===== src/rtl/crc64_pkg.sv =====
// Shared constants and state encoding for the serial CRC-64 (ECMA-182) parity generator.
package crc64_pkg;

  localparam logic [63:0] CRC64_POLY = 64'h42F0_E1EB_A9EA_3693;
  localparam logic [63:0] CRC64_INIT = 64'h0;

  typedef enum logic [1:0] {
    IDLE   = 2'd0,
    SHIFT  = 2'd1,
    OUTPUT = 2'd2
  } crc64_state_e;

endpackage


===== src/rtl/crc64_serial_step.sv =====
// One-bit CRC-64 LFSR step, purely combinational; the parity register lives in the caller.
module crc64_serial_step
  import crc64_pkg::*;
(
  input  logic        i_bit,
  input  logic [63:0] i_parity,
  output logic [63:0] o_parity
);

  logic fb;

  // POLY[0] is always set for a CRC generator, so bit 0 collapses to fb itself.
  always_comb begin
    fb       = i_bit ^ i_parity[63];
    o_parity = {i_parity[62:0], fb} ^ ({CRC64_POLY[63:1], 1'b0} & {64{fb}});
  end

endmodule


===== src/rtl/crc64_serial_parity_gen.sv =====
// Serialises framed message words MSB-first through the CRC-64 step cell and
// presents the per-frame parity over a valid/ready handshake.
//
// state  | meaning
// IDLE   | ready for the next word; parity retained while a frame is active
// SHIFT  | one message bit per clock through the step cell
// OUTPUT | final frame parity presented until the consumer takes it
module crc64_serial_parity_gen
  import crc64_pkg::*;
#(
  parameter int DATA_WIDTH  = 8,
  parameter int HASH_LENGTH = 64
) (
  input  logic                   i_clk,
  input  logic                   i_RESET,
  input  logic                   i_message_valid,
  input  logic [DATA_WIDTH-1:0]  i_message_data,
  input  logic                   i_message_last,
  output logic                   o_message_ready,
  output logic                   o_parity_valid,
  output logic [HASH_LENGTH-1:0] o_parity,
  input  logic                   i_parity_ready,
  output logic                   o_busy
);

  localparam int CNT_W = (DATA_WIDTH > 1) ? $clog2(DATA_WIDTH) : 1;
  localparam logic [CNT_W-1:0] CNT_LAST = CNT_W'(DATA_WIDTH - 1);

  crc64_state_e          state_q, state_d;
  logic [63:0]           parity_q, parity_d;
  logic [DATA_WIDTH-1:0] shift_q, shift_d;
  logic [CNT_W-1:0]      cnt_q, cnt_d;
  logic                  last_q, last_d;
  logic                  active_q, active_d;
  logic [63:0]           step_parity;

  crc64_serial_step u_step (
    .i_bit    (shift_q[DATA_WIDTH-1]),
    .i_parity (parity_q),
    .o_parity (step_parity)
  );

  always_ff @(posedge i_clk or posedge i_RESET) begin
    if (i_RESET) begin
      state_q  <= IDLE;
      parity_q <= '0;
      shift_q  <= '0;
      cnt_q    <= '0;
      last_q   <= 1'b0;
      active_q <= 1'b0;
    end else begin
      state_q  <= state_d;
      parity_q <= parity_d;
      shift_q  <= shift_d;
      cnt_q    <= cnt_d;
      last_q   <= last_d;
      active_q <= active_d;
    end
  end

  always_comb begin
    state_d  = state_q;
    parity_d = parity_q;
    shift_d  = shift_q;
    cnt_d    = cnt_q;
    last_d   = last_q;
    active_d = active_q;
    case (state_q)
      IDLE: begin
        if (i_message_valid) begin
          shift_d = i_message_data;
          last_d  = i_message_last;
          cnt_d   = '0;
          // Parity only restarts on the first word of a frame.
          if (!active_q) begin
            parity_d = CRC64_INIT;
            active_d = 1'b1;
          end
          state_d = SHIFT;
        end
      end
      SHIFT: begin
        parity_d = step_parity;
        shift_d  = shift_q << 1;
        cnt_d    = cnt_q + CNT_W'(1);
        if (cnt_q == CNT_LAST) begin
          state_d = last_q ? OUTPUT : IDLE;
        end
      end
      OUTPUT: begin
        if (i_parity_ready) begin
          state_d  = IDLE;
          active_d = 1'b0;
        end
      end
      default: state_d = IDLE;
    endcase
  end

  assign o_message_ready = (state_q == IDLE);
  assign o_parity_valid  = (state_q == OUTPUT);
  assign o_parity        = parity_q;
  assign o_busy          = active_q;

endmodule


===== config.mk =====
export PLATFORM = sky130hd
export DESIGN_NAME = crc64_serial_parity_gen
export DESIGN_NICKNAME = d
export VERILOG_FILES = /design/src/rtl/crc64_pkg.sv /design/src/rtl/crc64_serial_step.sv /design/src/rtl/crc64_serial_parity_gen.sv
export SDC_FILE = /design/constraint.sdc
export NUM_CORES = 1
export LEC_CHECK = 0
export CAP_MARGIN = 40
export CORE_ASPECT_RATIO = 1.5
export CORE_UTILIZATION = 49
export DETAILED_ROUTE_END_ITERATION = 6
export PLACE_DENSITY = 0.79
export SYNTH_ARGS = -nofsm -noshare
export SYNTH_HDL_FRONTEND = slang
export SYNTH_SLANG_ARGS = --single-unit

===== constraint.sdc =====
create_clock -name i_clk -period 3.3 [get_ports i_clk]
set_clock_uncertainty 0.15 [all_clocks]
set_input_delay 0.66 -clock i_clk [delete_from_list [all_inputs] [get_ports i_clk]]
set_output_delay 0.66 -clock i_clk [all_outputs]
set_load 0.005 [all_outputs]

==> run summary, run 1 <==
status: complete, no violations
final worst slack: 725 ps
Startpoint Class: register
initial antenna violation count: 0
Fillers: 507
Final Slew Violations: 0
H-tree Lvls: 3
number of synthesis warnings: 0
vias per cell: 5.55
RePlAce Congestion: 0.745
I/O Pins: 80
Initial Util: 0.508
number of buffers on the longest clock path: 2
final worst-path cycle share: 0.780
VDD IR max: 0.633 mV
Synth Cell Area: 0.00330 mm^2
n_diodes: 0
Max Cap Violations: 0
antenna viol nets, final: 0
total track usage: 0.205
Vias: 2,216
CP Class: reg -> out
crit path max fanout: 16
RSZ-0062 raised after global routing: no
post-DP HPWL: 4340 um
clock slew at reported path FFs: 80 ps
worst slew pin tran: 799 ps
LEAKAGE: 2.00 nW
die area: 0.00707 mm^2
crit path capture type: output pin
vias in the first global route: 2,085
die height: 102 um
#FFs+latches synth: 79
Congestion Overflow GR: 0
# nets final: 333
hold crit path type: reg -> reg
Wirelength per Cell: 16.9 um
largest net degree at the start of global routing: 47
Syn Area/Cell: 13.6 um^2
Final Power: 5.48 mW
dpl ws: 565 ps
post-layout min period: 2570 ps
Post-CTS Hold Buffers: 0
Slew HR: 0.466
Die Width: 69.0 um
slack of the worst reg-to-reg path: 1100 ps
final hold viol count: 0
Setup Fix Bufs, Post-CTS: 0
Core Area: 0.00649 mm^2
Post-CTS Resized: 0
FMAX: 0.388 GHz
Synth-to-Final Area Change: 32.9%
Hold Slack: 339 ps
Root Buffer: clkbuf_8
worst skew pair latency: 340 ps
first-pass GRT wire length: 10,500 um
sequential element share of the synthesized area: 0.600
post-synth cell types: 22
number of port buffers: 79
Setup TNS Final: 0 ps
row cnt: 36
final wirelength: 6730 um
drt initial violations: 104
Post-Syn Instances: 242
Worst Path Arrival: 1760 ps
power per cell area: 1250 mW/mm^2
CTS Buf Count: 9
Req. time, crit path: 2490 ps
Synthesized Nets: 257
layout cells sized above 1: 0.136
CTS tree: yes
Final Setup Violations: 0
DRC Markers: 0
DRT Pass-1 Iters: 5
CTS sink count: 79
## cell families (layout without fill, tap and decap cells)
family | Yosys count | after routing | synth area share
AOI/OAI and AO/OA | 80 | 80 | 0.208
DFF | 79 | 79 | 0.600
xor gates and xnor gates | 33 | 33 | 0.0934
buffers and inverters | 23 | 104 | 0.0410
and+or+nand+nor | 16 | 16 | 0.0220
muxes | 9 | 9 | 0.0281
adders and majority gates | 2 | 2 | 0.00759
## per-layer routing
| metal | track usage | share of wire | vias to the layer above |
|---|---|---|---|
| met3 | 0.0469 | 0.037 | 12 |
| met5 | 0 | 0 | - |
| li1 | - | - | 1020 |
| met1 | 0.286 | 0.46 | 1121 |
| met4 | 0.0989 | 0.026 | 0 |
| met2 | 0.299 | 0.48 | 63 |
## registers in the layout (all words and copies together) (netlist names)
name / count
state_q: 2
cnt_q: 3
o_parity: 64
o_busy: 1
last_q: 1
shift_q: 8
## Yosys cell counts
master | number | share of area
dfrtp_1 | 79 | 0.60
a22o_1 | 51 | 0.14
xor2_1 | 32 | 0.085
a22o_2 | 15 | 0.046
buf_2 | 11 | 0.017
o21ai_0 | 9 | 0.014
nand2_1 | 8 | 0.0091
mux2i_1 | 7 | 0.021
clkbuf_1 | 5 | 0.0057
buf_8 | 3 | 0.014
inv_1 | 3 | 0.0034
nor2_1 | 3 | 0.0034
nor2b_1 | 3 | 0.0057
a32o_1 | 2 | 0.0061
ha_1 | 2 | 0.0076
mux2_2 | 2 | 0.0068
nand2b_1 | 2 | 0.0038
a21oi_1 | 1 | 0.0015
clkbuf_2 | 1 | 0.0015
o21ai_2 | 1 | 0.0027
o21bai_2 | 1 | 0.0034
xor2_4 | 1 | 0.0084
## final timing paths
check,cells past startpoint,endpoint,startpoint
worst min register to register,2,shift_q[6],shift_q[6]
worst max register to register,4,o_parity[13],state_q[0]
max in group asynchronous,3,o_parity[9],i_RESET
worst max-delay path,2,o_parity_valid,state_q[0]
worst min-delay path,2,shift_q[6],shift_q[6]
min in group asynchronous,2,o_parity[62],i_RESET
## metrics by stage
step,instances,util,instance area (um^2)
floorplan,242,-,3300
global placement,382,0.636,4130
detailed placement,383,0.640,4150
CTS,399,0.676,4380
global route,399,0.676,4380
finish,399,0.676,4380
## worst max-delay path, cell delays in order (launching register included)
cell and delay (ps):
dfrtp_1 640, nor2_1 260, clkdlybuf4s50_1 530
## cells in the final DEF (no fill, tap or decap), types with 2 or more instances in the layout
| master | count |
|---|---|
| clkbuf_8 | 10 |
| mux2i_1 | 7 |
| nand2_1 | 8 |
| clkdlybuf4s50_1 | 79 |
| nor2b_1 | 2 |
| ha_1 | 2 |
| inv_1 | 2 |
| xor2_1 | 32 |
| nand2b_1 | 2 |
| o21ai_0 | 9 |
| a32o_1 | 2 |
| mux2_2 | 2 |
| dfrtp_1 | 79 |
| buf_4 | 4 |
| a22o_1 | 51 |
| bufinv_16 | 2 |
| nor2_1 | 3 |
| clkinvlp_4 | 2 |
| a22o_2 | 15 |
## report_power, final
group / total, mW / switching, mW / internal, mW
clock: 0.806 / 0.355 / 0.450
sequential: 1.94 / 0.467 / 1.48
combinational: 2.73 / 1.07 / 1.66
## area by class of cell
class	instances	area, um^2	area share
well taps	76	95.1	0.0217
repair buffers	85	868	0.198
clock buffers	10	138	0.0314
flip-flops and latches	79	1980	0.451
clock inverters	6	92.6	0.0211
multi-input cells	140	1200	0.274
inverters	3	12.5	0.00285
Note: power is estimated with default switching activity, not from simulation.
==> inputs of run 2 (changes only) <==
==> constraint.sdc (replaced) <==
create_clock -name i_clk -period 2.5 [get_ports i_clk]
set_clock_uncertainty 0.15 [all_clocks]
set_input_delay 0.5 -clock i_clk [delete_from_list [all_inputs] [get_ports i_clk]]
set_output_delay 0.5 -clock i_clk [all_outputs]
set_load 0.005 [all_outputs]
==> run summary, run 2 (same netlist as run 1, synthesis figures left out) <==
status: complete, no violations
hold_sp: shift_q[5]
final worst-path cycle share: 0.938
H-tree Lvls: 3 (unchanged)
Vias: 2,188 (-1.3%)
n_diodes: 0 (unchanged)
die area: 0.00707 mm^2 (unchanged)
Setup Fix Bufs, Post-CTS: 0 (unchanged)
Max Cap Violations: 0 (unchanged)
vias in the first global route: 2,115 (+1.4%)
dpl ws: 364 ps (-202 ps)
Die Width: 69.0 um (unchanged)
Initial Util: 0.508 (unchanged)
number of buffers on the longest clock path: 2 (unchanged)
Hold Slack: 332 ps (-7.48 ps)
post-layout min period: 2350 ps
crit path max fanout: 6 (-10)
Post-CTS Resized: 0 (unchanged)
final hold viol count: 0 (unchanged)
VDD IR max: 0.905 mV (+43%)
largest net degree at the start of global routing: 80 (+70%)
CTS sink count: 79 (unchanged)
Worst Path Arrival: 1700 ps (-60 ps)
layout cells sized above 1: 0.131 (-0.00538)
number of port buffers: 79 (unchanged)
worst skew pair latency: 340 ps (about the same)
Wirelength per Cell: 16.2 um (-4.0%)
LEAKAGE: 1.99 nW (-0.85%)
Final Slew Violations: 0 (unchanged)
Setup TNS Final: 0 ps (unchanged)
Congestion Overflow GR: 0 (unchanged)
Startpoint Class: register
DRT Pass-1 Iters: 4 (-1)
FMAX: 0.426 GHz
most frequent cells in the layout: dfrtp_1, clkdlybuf4s50_1, a22o_1
CTS tree: yes
worst r2r src: state_q[0]
final worst slack: 155 ps (-571 ps)
worst slew pin tran: 653 ps (-146 ps)
Fillers: 506 (-0.20%)
post-DP HPWL: 3940 um (-9.2%)
FF/Latch Area: 0.00198 mm^2 (unchanged)
# nets final: 332 (-0.30%)
initial antenna violation count: 0 (unchanged)
clock slew at reported path FFs: 70 ps (about the same)
CTS Buf Count: 9 (unchanged)
RePlAce Congestion: 0.730 (-2.0%)
DRC Markers: 0 (unchanged)
antenna viol nets, final: 0 (unchanged)
Req. time, crit path: 1850 ps (-640 ps)
row cnt: 36 (unchanged)
Largest register FFs: 64 (unchanged)
Multi-input gate area: 0.00120 mm^2 (unchanged)
total track usage: 0.194 (-0.0109)
I/O Pins: 80 (unchanged)
drt initial violations: 136 (+31%)
CP Class: reg -> out
Final Power: 7.13 mW (+30%)
Core Area: 0.00649 mm^2 (unchanged)
Final Setup Violations: 0 (unchanged)
Post-CTS Hold Buffers: 0 (unchanged)
final wirelength: 6430 um (-4.5%)
vias per cell: 5.51 (-0.77%)
CP Launch Point: state_q[1]
RSZ-0062 raised after global routing: no
hold crit path type: reg -> reg
power per cell area: 1630 mW/mm^2 (+31%)
first-pass GRT wire length: 10,200 um (-3.4%)
Synth-to-Final Area Change: 32.3%
Root Buffer: clkbuf_8
die height: 102 um (unchanged)
crit path capture type: output pin
Slew HR: 0.564 (+0.0980)
## run 2: cell types whose count changed in the layout (fill, tap and decap cells not counted)
cell / delta
clkinvlp_4: +1
inv_6: -1
buf_12: +3
bufinv_16: -1
buf_16: -1
buf_4: -3
## run 2: through the flow
step | util | cells | area [um^2]
CTS | 0.672 | 397 | 4360
floorplan | - | 242 | 3300
global route | 0.672 | 397 | 4360
global placement | 0.642 | 382 | 4170
finish | 0.672 | 397 | 4360
detailed placement | 0.642 | 382 | 4170
## run 2: path summary, 6_finish.rpt
path	slack [ps]	cells past startpoint	endpoint
setup / recovery	150	3	o_parity_valid
hold / removal	330	2	shift_q[5]
setup reg to reg	910	4	cnt_q[0]
hold reg to reg	330	2	shift_q[5]
max in group asynchronous	1390	3	o_parity[50]
min in group asynchronous	480	3	o_parity[21]
## run 2: per-layer routing
metal / GRT usage / vias to the layer above / wire length, um
met1: 0.269 / 1112 / 2990
met5: 0 / - / 0
met4: 0.0816 / 0 / 81
met3: 0.0346 / 7 / 213
li1: - / 1022 / -
met2: 0.297 / 47 / 3140
## run 2: area by class of cell
cell class,instances,area share
clock buffers,10,0.0316
repair buffers,84,0.201
flip-flops and latches,79,0.453
clock inverters,5,0.0135
well taps,76,0.0218
multi-input cells,140,0.275
inverters,3,0.00344
## run 2: worst max-delay path, cell delays in order, from the launching register on
cell,delay [ps]
dfrtp_1,490
inv_1,170
nor2_1,180
clkdlybuf4s50_1,520
## run 2: where the power goes
group / internal (mW) / total [mW] / switching (mW)
logic: 2.24 / 3.68 / 1.44
clock network: 0.483 / 0.924 / 0.442
registers: 1.95 / 2.52 / 0.572
==> inputs of run 3 (changes only) <==
--- a/config.mk
+++ b/config.mk
@@ -8,6 +8,7 @@
 export CAP_MARGIN = 40
 export CORE_ASPECT_RATIO = 1.5
 export CORE_UTILIZATION = 49
+export CTS_CLUSTER_SIZE = 10
 export DETAILED_ROUTE_END_ITERATION = 6
 export PLACE_DENSITY = 0.79
 export SYNTH_ARGS = -nofsm -noshare
==> results of run 3 <==
Final layout, timing and power as in run 2 (identical DEF).
==> patch, RTL diff (flow settings as in run 3) <==
`shift_q` no longer has a reset.
--- a/src/rtl/crc64_serial_parity_gen.sv
+++ b/src/rtl/crc64_serial_parity_gen.sv
@@ -44,18 +44,20 @@
     if (i_RESET) begin
       state_q  <= IDLE;
       parity_q <= '0;
-      shift_q  <= '0;
       cnt_q    <= '0;
       last_q   <= 1'b0;
       active_q <= 1'b0;
     end else begin
       state_q  <= state_d;
       parity_q <= parity_d;
-      shift_q  <= shift_d;
       cnt_q    <= cnt_d;
       last_q   <= last_d;
       active_q <= active_d;
     end
+  end
+
+  always_ff @(posedge i_clk) begin
+    shift_q <= shift_d;
   end
 
   always_comb begin
Check against the original RTL: no difference found for any inputs over 10 cycles, from zero or initial values and one cycle with i_RESET high; that may be too few to reach the edited logic, so the function may still have changed.
==> patch against run 3 <==
Routed wire length is 0.42% higher; critical endpoint unchanged; global-route usage is 0.82 points higher; sequential cell count stayed put; count of clock-buffer cells in the layout is 1 higher; largest power group unchanged; non-clock buffer count is 1 higher; design area hardly changed; core utilization hardly changed; worst hold slack better by 33 ps; largest cell class unchanged; clock power is 17% higher; synthesized area is 0.80% lower; power is 1.6% higher; synthesized cell count is 0.41% higher; sequential share of layout area is 0.94 points higher; setup slack better by 80 ps.
==> patch: results (changes against run 3) <==
{| class="wikitable"
! Metric !! Value
|-
| Antenna violations before repair || 0 (unchanged)
|-
| Clock transition time at the flip-flop clock pins of the worst setup and hold paths || 80 ps
|-
| Fraction of final layout cells with drive strength greater than 1 || 0.129 (-0.00161)
|-
| Gpl congestion || 0.746 (+2.1%)
|-
| Vias per Instance || 5.48 (-0.55%)
|-
| I/O Buffers || 79 (unchanged)
|-
| Count of buffers added by post-CTS timing repair for setup || 0 (unchanged)
|-
| WL final || 6450 microns (+0.42%)
|-
| CTS H-Tree Depth || 3 (unchanged)
|-
| Vias in the first global route || 2131 (+0.76%)
|-
| Worst Hold Depth || 1 (-1)
|-
| Parity-gate share of the synthesized area counting xor and xnor cells || 0.0941 (+0.000750)
|-
| Net count of the mapped netlist || 258 (+0.39%)
|-
| Pre-Repair DR Iteration Count || 7 (+3)
|-
| Number of nets in the final layout || 335 (+0.90%)
|-
| Wire length of the first global-routing pass || 10400 microns (+2.7%)
|-
| Hold Path Class || reg2reg
|-
| Final cycle utilization of the critical path || 0.906 (-0.0320)
|-
| Worst setup slack after placement || 379 ps (+15.8 ps)
|-
| Static Leakage || 1.99 nW (about the same)
|-
| Maximum number of pins on one net before global-route repair || 72 (-10%)
|-
| Pint || 0.00479 W (+2.5%)
|-
| Share of the synthesized area in compound gates (AO/OA/AOI/OAI) || 0.198 (-0.0102)
|-
| Relative max-transition margin || 0.734 (+0.170)
|-
| Flop2flop setup slack || 680 ps (-230 ps)
|-
| Most common cell after layout, fill and taps aside || sky130_fd_sc_hd__clkdlybuf4s50_1
|-
| Worst Reg2Reg Path Length in Cells || 4 (unchanged)
|-
| Cell types with the highest counts after synthesis || 71 x sky130_fd_sc_hd__dfrtp_1, 50 x sky130_fd_sc_hd__a22o_1, 32 x sky130_fd_sc_hd__xor2_1, 23 x sky130_fd_sc_hd__nand2_1, 16 x sky130_fd_sc_hd__a22o_2
|-
| Initial DRC Count || 160 (+18%)
|-
| Global router's overall resource usage || 0.202 (+0.00824)
|-
| Area after DPL || 4130 sq um (-0.87%)
|-
| Number of flip-flops under the largest register name || 64 (unchanged)
|-
| Maximum resistive drop on vdd || 0.000885 V (-2.2%)
|-
| Run status || finished, final reports clean
|-
| Fraction of registers with async set/reset || 0.899 (-0.101)
|-
| Worst endpoint data arrival time || 1620 ps (-80 ps)
|-
| Sequential element share of the synthesized area || 0.617 (+0.0171)
|-
| Adder-cell share of the synthesized area || 0.00765 (+0.0000610)
|-
| Half-perimeter wire length after detailed placement || 4140 microns (+5.1%)
|-
| Number of flops mapped to enable cells by yosys || 8 (+8)
|-
| Area contributors post-synth || sky130_fd_sc_hd__dfrtp_1 54%, sky130_fd_sc_hd__a22o_1 13%, sky130_fd_sc_hd__xor2_1 8.6%, sky130_fd_sc_hd__edfxtp_1 7.3%, sky130_fd_sc_hd__a22o_2 4.9%
|-
| Critical path peak fanout || 9 (+3)
|-
| Antenna diode instance count || 0 (unchanged)
|-
| Mux share of post-synthesis cell area || 0 (-0.0281)
|}
[patch: power groups by stage]
stage	logic, W	clock network (W)	registers (W)
global placement	0.00347	0	0.00260
CTS	0.00362	0.00109	0.00259
floorplan	0.00224	0	0.00253
global route	0.00392	0.00115	0.00267
finish	0.00357	0.00108	0.00258
detailed placement	0.00360	0	0.00261
[patch: per-stage QoR]
| stage | hold slack [ps] | util | total power [W] | instances |
|---|---|---|---|---|
| after global placement | 338 | 0.637 | 0.00607 | 385 |
| after CTS | 367 | 0.672 | 0.00730 | 401 |
| after floorplan | 318 | - | 0.00477 | 243 |
| after detailed placement | 339 | 0.637 | 0.00621 | 385 |
| final | 365 | 0.672 | 0.00724 | 401 |
| after global routing | 383 | 0.672 | 0.00775 | 401 |
[patch: per-layer routing]
| metal | track usage | share of wire |
|---|---|---|
| met1 | 0.280 | 0.45 |
| met2 | 0.297 | 0.50 |
| met3 | 0.0413 | 0.030 |
| met4 | 0.105 | 0.020 |
| met5 | 0 | 0 |
[patch: worst paths after layout]
path                                               start                  endpoint
worst max-delay path              state_q[1]$_DFFE_PP0P_            o_parity_valid
worst min-delay path                cnt_q[1]$_DFFE_PP0P_      cnt_q[1]$_DFFE_PP0P_
worst max register to register  o_parity[63]$_DFFE_PP0P_  o_parity[27]$_DFFE_PP0P_
worst min register to register      cnt_q[1]$_DFFE_PP0P_      cnt_q[1]$_DFFE_PP0P_
max in group asynchronous                        i_RESET    state_q[0]$_DFFE_PP0P_
min in group asynchronous                        i_RESET  o_parity[45]$_DFFE_PP0P_
[patch: final cells by class]
type / count / area [sq um]
Clock buffer: 11 / 151
Clock inverter: 5 / 78.8
Fill cell: 489 / 2130
Inverter: 3 / 11.3
Multi-Input combinational cell: 142 / 1140
Sequential cell: 79 / 2020
Tap cell: 76 / 95.1
Timing Repair Buffer: 85 / 861
[patch: critical path: cells and delay by family, from the launching register on]
kind | cells | cell delay (ps)
buf+inv | 1 | 530
flops | 1 | 520
simple gates | 1 | 220
[patch: kinds of logic after synthesis]
group / count (synthesis)
DFF: 79
xor gates and xnor gates: 33
and+or+nand+nor: 33
AOI/OAI and AO/OA: 74
adders and majority gates: 2
buffers and inverters: 22
